<file path="src/rtl/procyon_seg7_capture.sv">
`default_nettype none
// ============================================================================
// Module   : procyon_seg7_capture
// Purpose  : Reads back a multiplexed seven-segment display bus.
//            - i_seg is active-low; i_dig_sel is one-hot and active-high.
//            - Each digit is debounced, then decoded back to its hex nibble.
//            - When every digit has been captured, the whole frame is handed
//              out on a valid/ready interface.
// Ports    : clk, n_rst      clock, synchronous active-low reset
//            i_seg[6:0]      segments (bit0 top, bits1-5 clockwise, bit6 mid)
//            i_dig_sel[N-1:0] one-hot digit select, bit k = digit k
//            o_value[4N-1:0] captured frame, digit k at [4k+3:4k]
//            o_err[N-1:0]    per-digit illegal-pattern flags
//            o_valid/i_ready frame handshake
//            o_overrun       one-cycle pulse when a completed frame is dropped
//            o_blank[N-1:0]  blank-digit flags (only with the macro below)
// Options  : PROCYON_SEG7_CAPTURE_BLANK_EN - treat 7F (all off) as a legal
//            blank digit and add the o_blank port.
// Revision : 1.0 - initial release
// ============================================================================
module procyon_seg7_capture #(
    parameter int NUM_DIGITS    = 4,
    parameter int STABLE_CYCLES = 4
) (
    input  logic                    clk,
    input  logic                    n_rst,
    input  logic [6:0]              i_seg,
    input  logic [NUM_DIGITS-1:0]   i_dig_sel,
    output logic [4*NUM_DIGITS-1:0] o_value,
    output logic [NUM_DIGITS-1:0]   o_err,
    output logic                    o_valid,
    input  logic                    i_ready,
    output logic                    o_overrun
`ifdef PROCYON_SEG7_CAPTURE_BLANK_EN
    ,
    output logic [NUM_DIGITS-1:0]   o_blank
`endif
);

    localparam int             CW       = $clog2(STABLE_CYCLES + 1);
    localparam logic [CW-1:0]  C_STABLE = CW'(STABLE_CYCLES);

    // Sample stage, plus the previous sample for change detection
    logic [6:0]              seg_q, seg_prev_q;
    logic [NUM_DIGITS-1:0]   sel_q, sel_prev_q;
    logic [CW-1:0]           cnt_q, cnt_d;
    logic [NUM_DIGITS-1:0]   mask_q, mask_d;
    logic [4*NUM_DIGITS-1:0] buf_q, buf_d;
    logic [NUM_DIGITS-1:0]   errbuf_q, errbuf_d;
    logic [4*NUM_DIGITS-1:0] value_q, value_d;
    logic [NUM_DIGITS-1:0]   err_q, err_d;
    logic                    valid_q, valid_d;
    logic                    overrun_q, overrun_d;
`ifdef PROCYON_SEG7_CAPTURE_BLANK_EN
    logic [NUM_DIGITS-1:0]   blankbuf_q, blankbuf_d;
    logic [NUM_DIGITS-1:0]   blank_q, blank_d;
`endif

    logic [3:0] w_nib;
    logic       w_err;
    logic       w_blank;
    logic       w_same;
    logic       w_onehot;
    logic       w_fire;
    logic       w_complete;
    logic       w_load;

    // Segment pattern back to nibble
    always_comb begin
        w_nib   = 4'h0;
        w_err   = 1'b0;
        w_blank = 1'b0;
        case (seg_q)
            7'h40: w_nib = 4'h0;
            7'h79: w_nib = 4'h1;
            7'h24: w_nib = 4'h2;
            7'h30: w_nib = 4'h3;
            7'h19: w_nib = 4'h4;
            7'h12: w_nib = 4'h5;
            7'h02: w_nib = 4'h6;
            7'h78: w_nib = 4'h7;
            7'h00: w_nib = 4'h8;
            7'h18: w_nib = 4'h9;
            7'h08: w_nib = 4'hA;
            7'h03: w_nib = 4'hB;
            7'h46: w_nib = 4'hC;
            7'h21: w_nib = 4'hD;
            7'h06: w_nib = 4'hE;
            7'h0E: w_nib = 4'hF;
`ifdef PROCYON_SEG7_CAPTURE_BLANK_EN
            7'h7F: w_blank = 1'b1;
`endif
            default: w_err = 1'b1;
        endcase
    end

    always_comb begin
        w_same   = (seg_q == seg_prev_q) && (sel_q == sel_prev_q);
        w_onehot = (sel_q != '0) && ((sel_q & (sel_q - NUM_DIGITS'(1))) == '0);

        // Saturating dwell counter. Zero means the select is not usable.
        cnt_d = cnt_q;
        if (!w_onehot) begin
            cnt_d = '0;
        end else if (!w_same) begin
            cnt_d = CW'(1);
        end else if (cnt_q != C_STABLE) begin
            cnt_d = cnt_q + CW'(1);
        end

        // Fire only on the transition into the stable count. A saturated
        // counter that sees a change restarts at 1, which is itself the
        // transition when STABLE_CYCLES is 1.
        w_fire = w_onehot && (cnt_d == C_STABLE) && ((cnt_q != C_STABLE) || !w_same);

        buf_d    = buf_q;
        errbuf_d = errbuf_q;
`ifdef PROCYON_SEG7_CAPTURE_BLANK_EN
        blankbuf_d = blankbuf_q;
`endif
        for (int k = 0; k < NUM_DIGITS; k++) begin
            if (w_fire && sel_q[k]) begin
                buf_d[4*k +: 4] = w_nib;
                errbuf_d[k]     = w_err;
`ifdef PROCYON_SEG7_CAPTURE_BLANK_EN
                blankbuf_d[k]   = w_blank;
`endif
            end
        end

        // The frame is judged from the registered mask, so a capture in
        // the same cycle starts the next frame rather than joining this one.
        w_complete = &mask_q;
        w_load     = w_complete && (!valid_q || i_ready);
        overrun_d  = w_complete && valid_q && !i_ready;
        mask_d     = (w_complete ? '0 : mask_q) | (w_fire ? sel_q : '0);

        value_d = value_q;
        err_d   = err_q;
`ifdef PROCYON_SEG7_CAPTURE_BLANK_EN
        blank_d = blank_q;
`endif
        valid_d = valid_q;
        if (w_load) begin
            value_d = buf_q;
            err_d   = errbuf_q;
`ifdef PROCYON_SEG7_CAPTURE_BLANK_EN
            blank_d = blankbuf_q;
`endif
            valid_d = 1'b1;
        end else if (valid_q && i_ready) begin
            valid_d = 1'b0;
        end
    end

    always_ff @(posedge clk) begin
        if (!n_rst) begin
            seg_q      <= '0;
            seg_prev_q <= '0;
            sel_q      <= '0;
            sel_prev_q <= '0;
            cnt_q      <= '0;
            mask_q     <= '0;
            buf_q      <= '0;
            errbuf_q   <= '0;
            value_q    <= '0;
            err_q      <= '0;
            valid_q    <= 1'b0;
            overrun_q  <= 1'b0;
`ifdef PROCYON_SEG7_CAPTURE_BLANK_EN
            blankbuf_q <= '0;
            blank_q    <= '0;
`endif
        end else begin
            seg_q      <= i_seg;
            seg_prev_q <= seg_q;
            sel_q      <= i_dig_sel;
            sel_prev_q <= sel_q;
            cnt_q      <= cnt_d;
            mask_q     <= mask_d;
            buf_q      <= buf_d;
            errbuf_q   <= errbuf_d;
            value_q    <= value_d;
            err_q      <= err_d;
            valid_q    <= valid_d;
            overrun_q  <= overrun_d;
`ifdef PROCYON_SEG7_CAPTURE_BLANK_EN
            blankbuf_q <= blankbuf_d;
            blank_q    <= blank_d;
`endif
        end
    end

    assign o_value   = value_q;
    assign o_err     = err_q;
    assign o_valid   = valid_q;
    assign o_overrun = overrun_q;
`ifdef PROCYON_SEG7_CAPTURE_BLANK_EN
    assign o_blank   = blank_q;
`endif

endmodule
`default_nettype wire

</file>
<file path="config.mk">
export PLATFORM = sky130hd
export DESIGN_NAME = procyon_seg7_capture
export DESIGN_NICKNAME = d
export VERILOG_FILES = /design/src/rtl/procyon_seg7_capture.sv
export SDC_FILE = /design/constraint.sdc
export NUM_CORES = 1
export LEC_CHECK = 0
export BUFFER_PORTS_ARGS = -buffer_cell sky130_fd_sc_hd__buf_2
export CAP_MARGIN = 10
export CELL_PAD_IN_SITES_DETAIL_PLACEMENT = 0
export CELL_PAD_IN_SITES_GLOBAL_PLACEMENT = 1
export CORE_MARGIN = 4
export CORE_UTILIZATION = 35
export DETAILED_ROUTE_END_ITERATION = 10
export PLACE_DENSITY_LB_ADDON = 0.15
export SETUP_SLACK_MARGIN = 0.15
export SLEW_MARGIN = 10
export SYNTH_ARGS = -nofsm -noshare
export SYNTH_HDL_FRONTEND = slang
export SYNTH_SLANG_ARGS = --single-unit
</file>
<file path="constraint.sdc">
create_clock -name clk -period 1.8 [get_ports clk]
set_clock_uncertainty 0.05 [all_clocks]
set_input_delay 0.09 -clock clk [delete_from_list [all_inputs] [get_ports clk]]
set_output_delay 0.09 -clock clk [all_outputs]
set_load 0.03 [all_outputs]
</file>
==> flow_summary_export.csv, run 1 <==
group,metric,value,unit
power_and_ir_drop,p_comb_frac,0.114,
layout,fin_nets,435,
sta,max_freq,571.2,MHz
cts,clk_latency,350,ps
sta,hold_slack,65.69,ps
sta,hold_viol_final,0,
global_route,grtUsageTotal,0.1483,
sta,maxSlewHeadroom,0.7512,
layout,fillers,839,
route,highest_layer,"met4",
worst_setup_path,crit_type,"reg -> reg",
global_route,grt_pass1_wl,12160,um
layout,antennaDiodeCount,0,
yosys,syn_inst,336,
floorplanning,dieArea,0.01047,mm^2
route,wire_per_inst,13.19,um
layout,multi_input_area,0.001732,mm^2
route,drc,0,
power_and_ir_drop,seq_power_share,0.503,
yosys,synth_fa_ha_area_frac,0.008035,
yosys,synth_top_family_by_area,"simple AND/OR/NAND/NOR gates",
layout,mostFrequentLayoutCells,"nand2_1 (63), dfxtp_1 (59), buf_2 (35), buf_4 (35), a21oi_1 (32)",
floorplanning,start_util,0.3589,
route,num_vias,2558,
yosys,ys_warn_count,0,
route,dr.pass1.iters,4,
sta,finalWorstSetupSlack,49.15,ps
worst_setup_path,crit_required,1990,ps
worst_setup_path,path_cells,"inv_2 > ha_4 > nor3b_4 > o211ai_1 > nor4_4 > buf_6 > mux2i_1 > nor2_1",
cts,cts_num_sinks,71,
floorplanning,core,0.008678,mm^2
worst_setup_path,worst_setup_path_end_kind,"register",
sta,worstMarginPinSlew,372.6,ps
global_route,grt_start_max_net_pins,34,
placed_design,place_ws,-181.1,ps
global_route,antenna_found_initial,0,
placed_design,place_congestion,0.8357,
power_and_ir_drop,total_power,3.246,mW
cts,clk_pin_slew,80,ps
yosys,avgSynthCellArea,9.269,um^2
yosys,ys_types,54,
hold_path,hp-class,"in -> reg",
global_route,grt_overflow,0,
floorplanning,rows,34,
layout,areaGrowthSynthToFinish,35.88,%
yosys,synth_nets,352,
layout,drive_gt1_frac,0.3561,
worst_setup_path,slowest_delay,370,ps
route,dr_wl_met2,3351,um
yosys,yosys.area_share.xor_xnor,0.05504,
layout,final_common_cell,"nand2_1",
yosys,synth-compound-area-share,0.1157,
yosys,ys_seq_area_frac,0.4564,
route,met3WireLength,255,um
sta,timing.final.crit_share,0.9727,
floorplanning,die_y,102.3,um
yosys,yosys_register_bits,71,
outcome,status,"complete, no violations",
sta,period_needed,1751,ps
power_and_ir_drop,p_sw,820.3,uW
sta,fin_setup_tns,0,ps
power_and_ir_drop,intPower,2.425,mW
sta,slew_viol_final,0,
placed_design,port-buffer-count,35,
power_and_ir_drop,p_leak,1.691,nW
route,routed_wl,7017,um
cts,clockRootBuffer,"clkbuf_8",
sta,rsz0062_at_grt,"yes",
worst_setup_path,arrival,1940,ps
power_and_ir_drop,sw_frac_of_total,0.2527,
yosys,synth_mux_area_frac,0.04500,
floorplanning,io_pins,36,
placed_design,hpwl,4936,um
global_route,grt_pass1_vias,2444,
layout,layout.area.seq,0.001449,mm^2
power_and_ir_drop,power_frac_clock,0.384,
route,viasPerCell,4.808,
flow_run,maxCapViolCount,0,
power_and_ir_drop,vdd_drop_max,0.3946,mV
route,drtIter0Drc,81,
yosys,synthesis.area,0.003114,mm^2
worst_setup_path,crit_path_start_kind,"register",
route,drt.antenna.violating_nets,0,
cts,clk_path_buf_depth,2,
route,route.layer.met1.wl,3288,um
sta,setup_viol_count_final,0,
worst_setup_path,crit_fanout,7,
layout,utilization,0.4876,
worst_setup_path,crit_slowest_cell,"dfxtp_4",
cts,cts_buffers,9,
yosys,synthSimpleGateAreaFrac,0.2784,
floorplanning,die_w,102.3,um
cts,cts_tree,"built",
power_and_ir_drop,powerDensity,767.0,mW/mm^2
cts,htree_levels,3,
power by group through the flow:
stage,Clock [mW],Sequential [mW],Combinational (mW)
floorplan,0,1.65,0.213
global placement,0,1.67,0.309
detailed placement,0,1.67,0.312
CTS,1.29,1.63,0.361
global route,1.36,1.64,0.404
finish,1.25,1.63,0.369
critical path, delay by kind of cell (launching register included):
family / cells / cell delay [ps]
simple gates: 3 / 490
flops: 1 / 370
buf+inv: 2 / 220
mux: 1 / 180
compound gates: 1 / 170
fa+ha+maj: 1 / 160
through the flow:
stage,cell area [um^2],cells
2_1_floorplan,3154,336
3_3_place_gp,3671,496
3_5_place_dp,3671,496
4_1_cts,4145,530
5_1_grt,4232,532
6_report,4232,532
layout make-up:
cell class	instances	area share
sequential	71	0.3424
tap	108	0.03193
timing repair buffer	93	0.1674
inverter	5	0.004435
clock buffer	10	0.03016
clock inverter	6	0.01449
multi-input combinational	239	0.4092
synth_stat cells, drive strengths merged:
cell / number / area, um^2
dfxtp: 71 / 1421
xnor2: 13 / 162.7
and2b: 1 / 7.510
o32ai: 1 / 8.760
and4bb: 1 / 12.51
a21oi: 37 / 188.9
and2: 23 / 143.9
a41o: 2 / 20.02
o211ai: 3 / 22.52
xor2: 1 / 8.760
or4: 2 / 18.77
o2111ai: 1 / 8.760
nand2: 65 / 259.0
mux2i: 14 / 140.1
a2111o: 1 / 11.26
nor4: 4 / 70.07
o41ai: 1 / 8.760
a41oi: 1 / 8.760
o21ai: 11 / 58.80
nand2b: 5 / 31.28
nor4b: 2 / 23.77
o311ai: 1 / 8.760
nor3: 4 / 20.02
or3: 1 / 6.260
nand3: 5 / 35.03
clkbuf: 13 / 52.55
ha: 2 / 25.02
nand4bb: 1 / 11.26
inv: 5 / 18.77
nor4bb: 3 / 30.03
o31ai: 1 / 7.510
nor2b: 4 / 25.02
nand4: 4 / 55.05
o21bai: 1 / 7.510
buf: 8 / 57.55
nor2: 16 / 62.56
and3b: 2 / 17.52
nand3b: 1 / 7.510
nor3b: 4 / 30.03
cell families after synthesis:
logic type	after synthesis
compound gates	61
flops	71
buf+inv	26
mux	14
xor+xnor	14
simple gates	148
fa+ha+maj	2
repair_timing:
item	4_1_cts	5_1_grt
setup buffers	6	2
hold buffers	12	0
gates resized for setup	31	15
hold endpoints to repair	12	0
pin swaps	15	4
endpoints found under the setup margin	26	26
per-layer routing:
metal,GRT usage,vias to the layer above
li1,-,1314
met1,0.1951,1190
met2,0.2314,42
met3,0.04164,12
met4,0.05651,0
met5,0,-
path summary, 6_finish.rpt:
check | slack [ps] | depth (start not counted) | to | start
setup / recovery | 50 | 8 | buf_q[0] | cnt_q[0]
setup reg to reg | 50 | 8 | buf_q[0] | cnt_q[0]
hold reg to reg | 400 | 2 | o_value[11] | o_value[11]
hold / removal | 70 | 3 | errbuf_q[0] | n_rst
sequential cells by signal, summed over array words and instances, names as in the netlist:
register / flops
o_valid: 1
errbuf_q: 4
o_overrun: 1
sel_q: 4
buf_q: 16
seg_q: 7
mask_q: 4
cnt_q: 3
seg_prev_q: 7
o_err: 4
sel_prev_q: 4
o_value: 16
Note: power is estimated with default switching activity, not from simulation.
==> run 2, diff against run 1 <==
--- a/config.mk
+++ b/config.mk
@@ -10,7 +10,7 @@
 export CELL_PAD_IN_SITES_DETAIL_PLACEMENT = 0
 export CELL_PAD_IN_SITES_GLOBAL_PLACEMENT = 1
 export CORE_MARGIN = 4
-export CORE_UTILIZATION = 35
+export CORE_UTILIZATION = 40
 export DETAILED_ROUTE_END_ITERATION = 10
 export PLACE_DENSITY_LB_ADDON = 0.15
 export SETUP_SLACK_MARGIN = 0.15
==> run 2 against run 1 <==
  * Largest cell class unchanged
  * Highest routed layer unchanged
  * Global-route usage grew 1.3 points
  * Power grew 1.0%
  * The flow now finishes with violations (setup timing)
  * Clock power grew 5%
  * Register-to-register slack lost 90 ps
==> flow_summary_export.csv, run 2 (same netlist as run 1, synthesis figures left out) <==
group,metric,value,unit
sta,finalWorstSetupSlack,-39.91,ps
worst_setup_path,crit_path_start_kind,"register",
global_route,grt_overflow,0,
floorplanning,start_util,0.4204,
floorplanning,dieArea,0.009261,mm^2
layout,drive_gt1_frac,0.3610,
floorplanning,core,0.007408,mm^2
hold_path,whs_path_depth,3,
route,drtIter0Drc,45,
cts,htree_levels,3,
cts,cts_num_sinks,71,
worst_setup_path,arrival,2030,ps
cts,clk_path_buf_depth,2,
worst_setup_path,slowest_delay,350,ps
global_route,antenna_found_initial,0,
floorplanning,io_pins,36,
layout,antennaDiodeCount,0,
layout,areaGrowthSynthToFinish,33.11,%
power_and_ir_drop,p_leak,1.684,nW
layout,final_common_cell,"nand2_1",
placed_design,place_congestion,0.8456,
global_route,grtUsageTotal,0.1616,
worst_setup_path,crit_type,"reg -> reg",
sta,fin_setup_tns,-155.5,ps
worst_setup_path,crit_slowest_cell,"dfxtp_2",
floorplanning,die_w,96.24,um
route,num_vias,2505,
power_and_ir_drop,vdd_drop_max,0.4808,mV
route,drc,0,
sta,maxSlewHeadroom,0.6749,
floorplanning,rows,31,
global_route,grt_start_max_net_pins,33,
placed_design,port-buffer-count,35,
sta,timing.final.crit_share,1.022,
placed_design,place_ws,-161.7,ps
hold_path,min-delay-start,"i_ready",
worst_setup_path,crit_required,1990,ps
route,dr.pass1.iters,6,
floorplanning,die_y,96.24,um
worst_setup_path,crit_fanout,6,
sta,slew_viol_final,0,
cts,clockRootBuffer,"clkbuf_8",
hold_path,min_to,"o_overrun",
layout,fin_area,0.004145,mm^2
worst_setup_path,r2r_slack,-40,ps
worst_setup_path,worst_setup_path_end_kind,"register",
layout,mostFrequentLayoutCells,"nand2_1 (63), dfxtp_1 (58), buf_2 (35), buf_4 (35), a21oi_1 (29)",
route,drt.antenna.violating_nets,0,
cts,clk_latency,340,ps
sta,setup_viol_count_final,9,
sta,period_needed,1840,ps
sta,hold_viol_final,0,
outcome,violations,"setup timing",
global_route,grt_pass1_wl,11340,um
layout,fin_nets,432,
worst_setup_path,reg2reg_to,"buf_q[9]",
worst_setup_path,r2r-start,"cnt_q[0]",
layout,fillers,695,
cts,clk_pin_slew,80,ps
sta,max_freq,543.5,MHz
power_and_ir_drop,powerDensity,790.8,mW/mm^2
flow_run,maxCapViolCount,0,
worst_setup_path,rr_worst_depth,9,
sta,worstMarginPinSlew,480.1,ps
sta,hold_slack,23.22,ps
worst_setup_path,path_cells,"inv_2 > ha_4 > nor3b_4 > buf_4 > o211ai_1 > nor4_4 > buf_6 > a21oi_2 > a41o_1",
route,wire_per_inst,13.11,um
outcome,status,"complete, but fails checks",
cts,cts_buffers,9,
layout,layout.area.seq,0.001440,mm^2
route,viasPerCell,4.817,
hold_path,hp-class,"in -> reg",
placed_design,placed_area,0.003647,mm^2
sta,rsz0062_at_grt,"yes",
route,routed_wl,6819,um
layout,utilization,0.5595,
placed_design,hpwl,4749,um
global_route,grt_pass1_vias,2354,
cts,cts_tree,"built",
layout,multi_input_area,0.001689,mm^2
-- run 2: cell types whose count changed in the layout (fill, tap and decap cells not counted), sizes merged --
cell / previous run / this run
inv: 5 / 6
dlygate4sd3: 12 / 11
buf: 81 / 79
clkinv: 4 / 3
-- run 2: stage by stage --
step | std cells | total power [mW]
5_1_grt | 520 | 3.437
3_5_place_dp | 487 | 1.969
6_report | 520 | 3.278
2_1_floorplan | 336 | 1.867
3_3_place_gp | 487 | 1.964
4_1_cts | 516 | 3.328
-- run 2: area by class of cell --
cell class,instances,share of cell area
clock buffers,10,0.03320
clock inverters,6,0.01660
inverters,5,0.004528
multi-input cells,239,0.4075
flip-flops and latches,71,0.3474
well taps,99,0.02988
repair buffers,90,0.1609
-- run 2: timing repair --
item / in CTS / in global routing
pin swaps: 8 / 4
hold endpoints to repair: 11 / 0
setup endpoints to repair: 26 / 26
hold buffers: 11 / 0
resized for setup: 31 / 9
buffers inserted: 2 / 4
-- run 2: worst max path at each step --
stage,startpoint,endpoint,cells after the start
finish,cnt_q[0],buf_q[9],9
global route,cnt_q[0],buf_q[3],8
CTS,cnt_q[0],buf_q[9],9
detailed placement,cnt_q[1],buf_q[4],8
global placement,cnt_q[0],buf_q[4],7
floorplan,cnt_q[0],buf_q[13],6
-- run 2: worst max-delay path: cells and delay by family (launching register included) --
family | cells | cell delay (ps)
and+or+nand+nor | 2 | 430
buffers and inverters | 3 | 380
AOI/OAI and AO/OA | 3 | 380
DFF | 1 | 350
adders and majority gates | 1 | 160
-- run 2: power by group --
group / leakage (nW) / internal, mW / total [mW] / switching [mW]
combinational: 1.00 / 0.175 / 0.340 / 0.165
sequential: 0.581 / 1.60 / 1.63 / 0.0353
clock: 0.103 / 0.685 / 1.31 / 0.621
-- run 2: metal layers --
| layer | vias up | track usage | wire [um] |
|---|---|---|---|
| li1 | 1309 | - | - |
| met1 | 1143 | 0.2173 | 3292 |
| met2 | 47 | 0.2490 | 3168 |
| met3 | 6 | 0.03987 | 280 |
| met4 | 0 | 0.06043 | 79 |
| met5 | - | 0 | 0 |
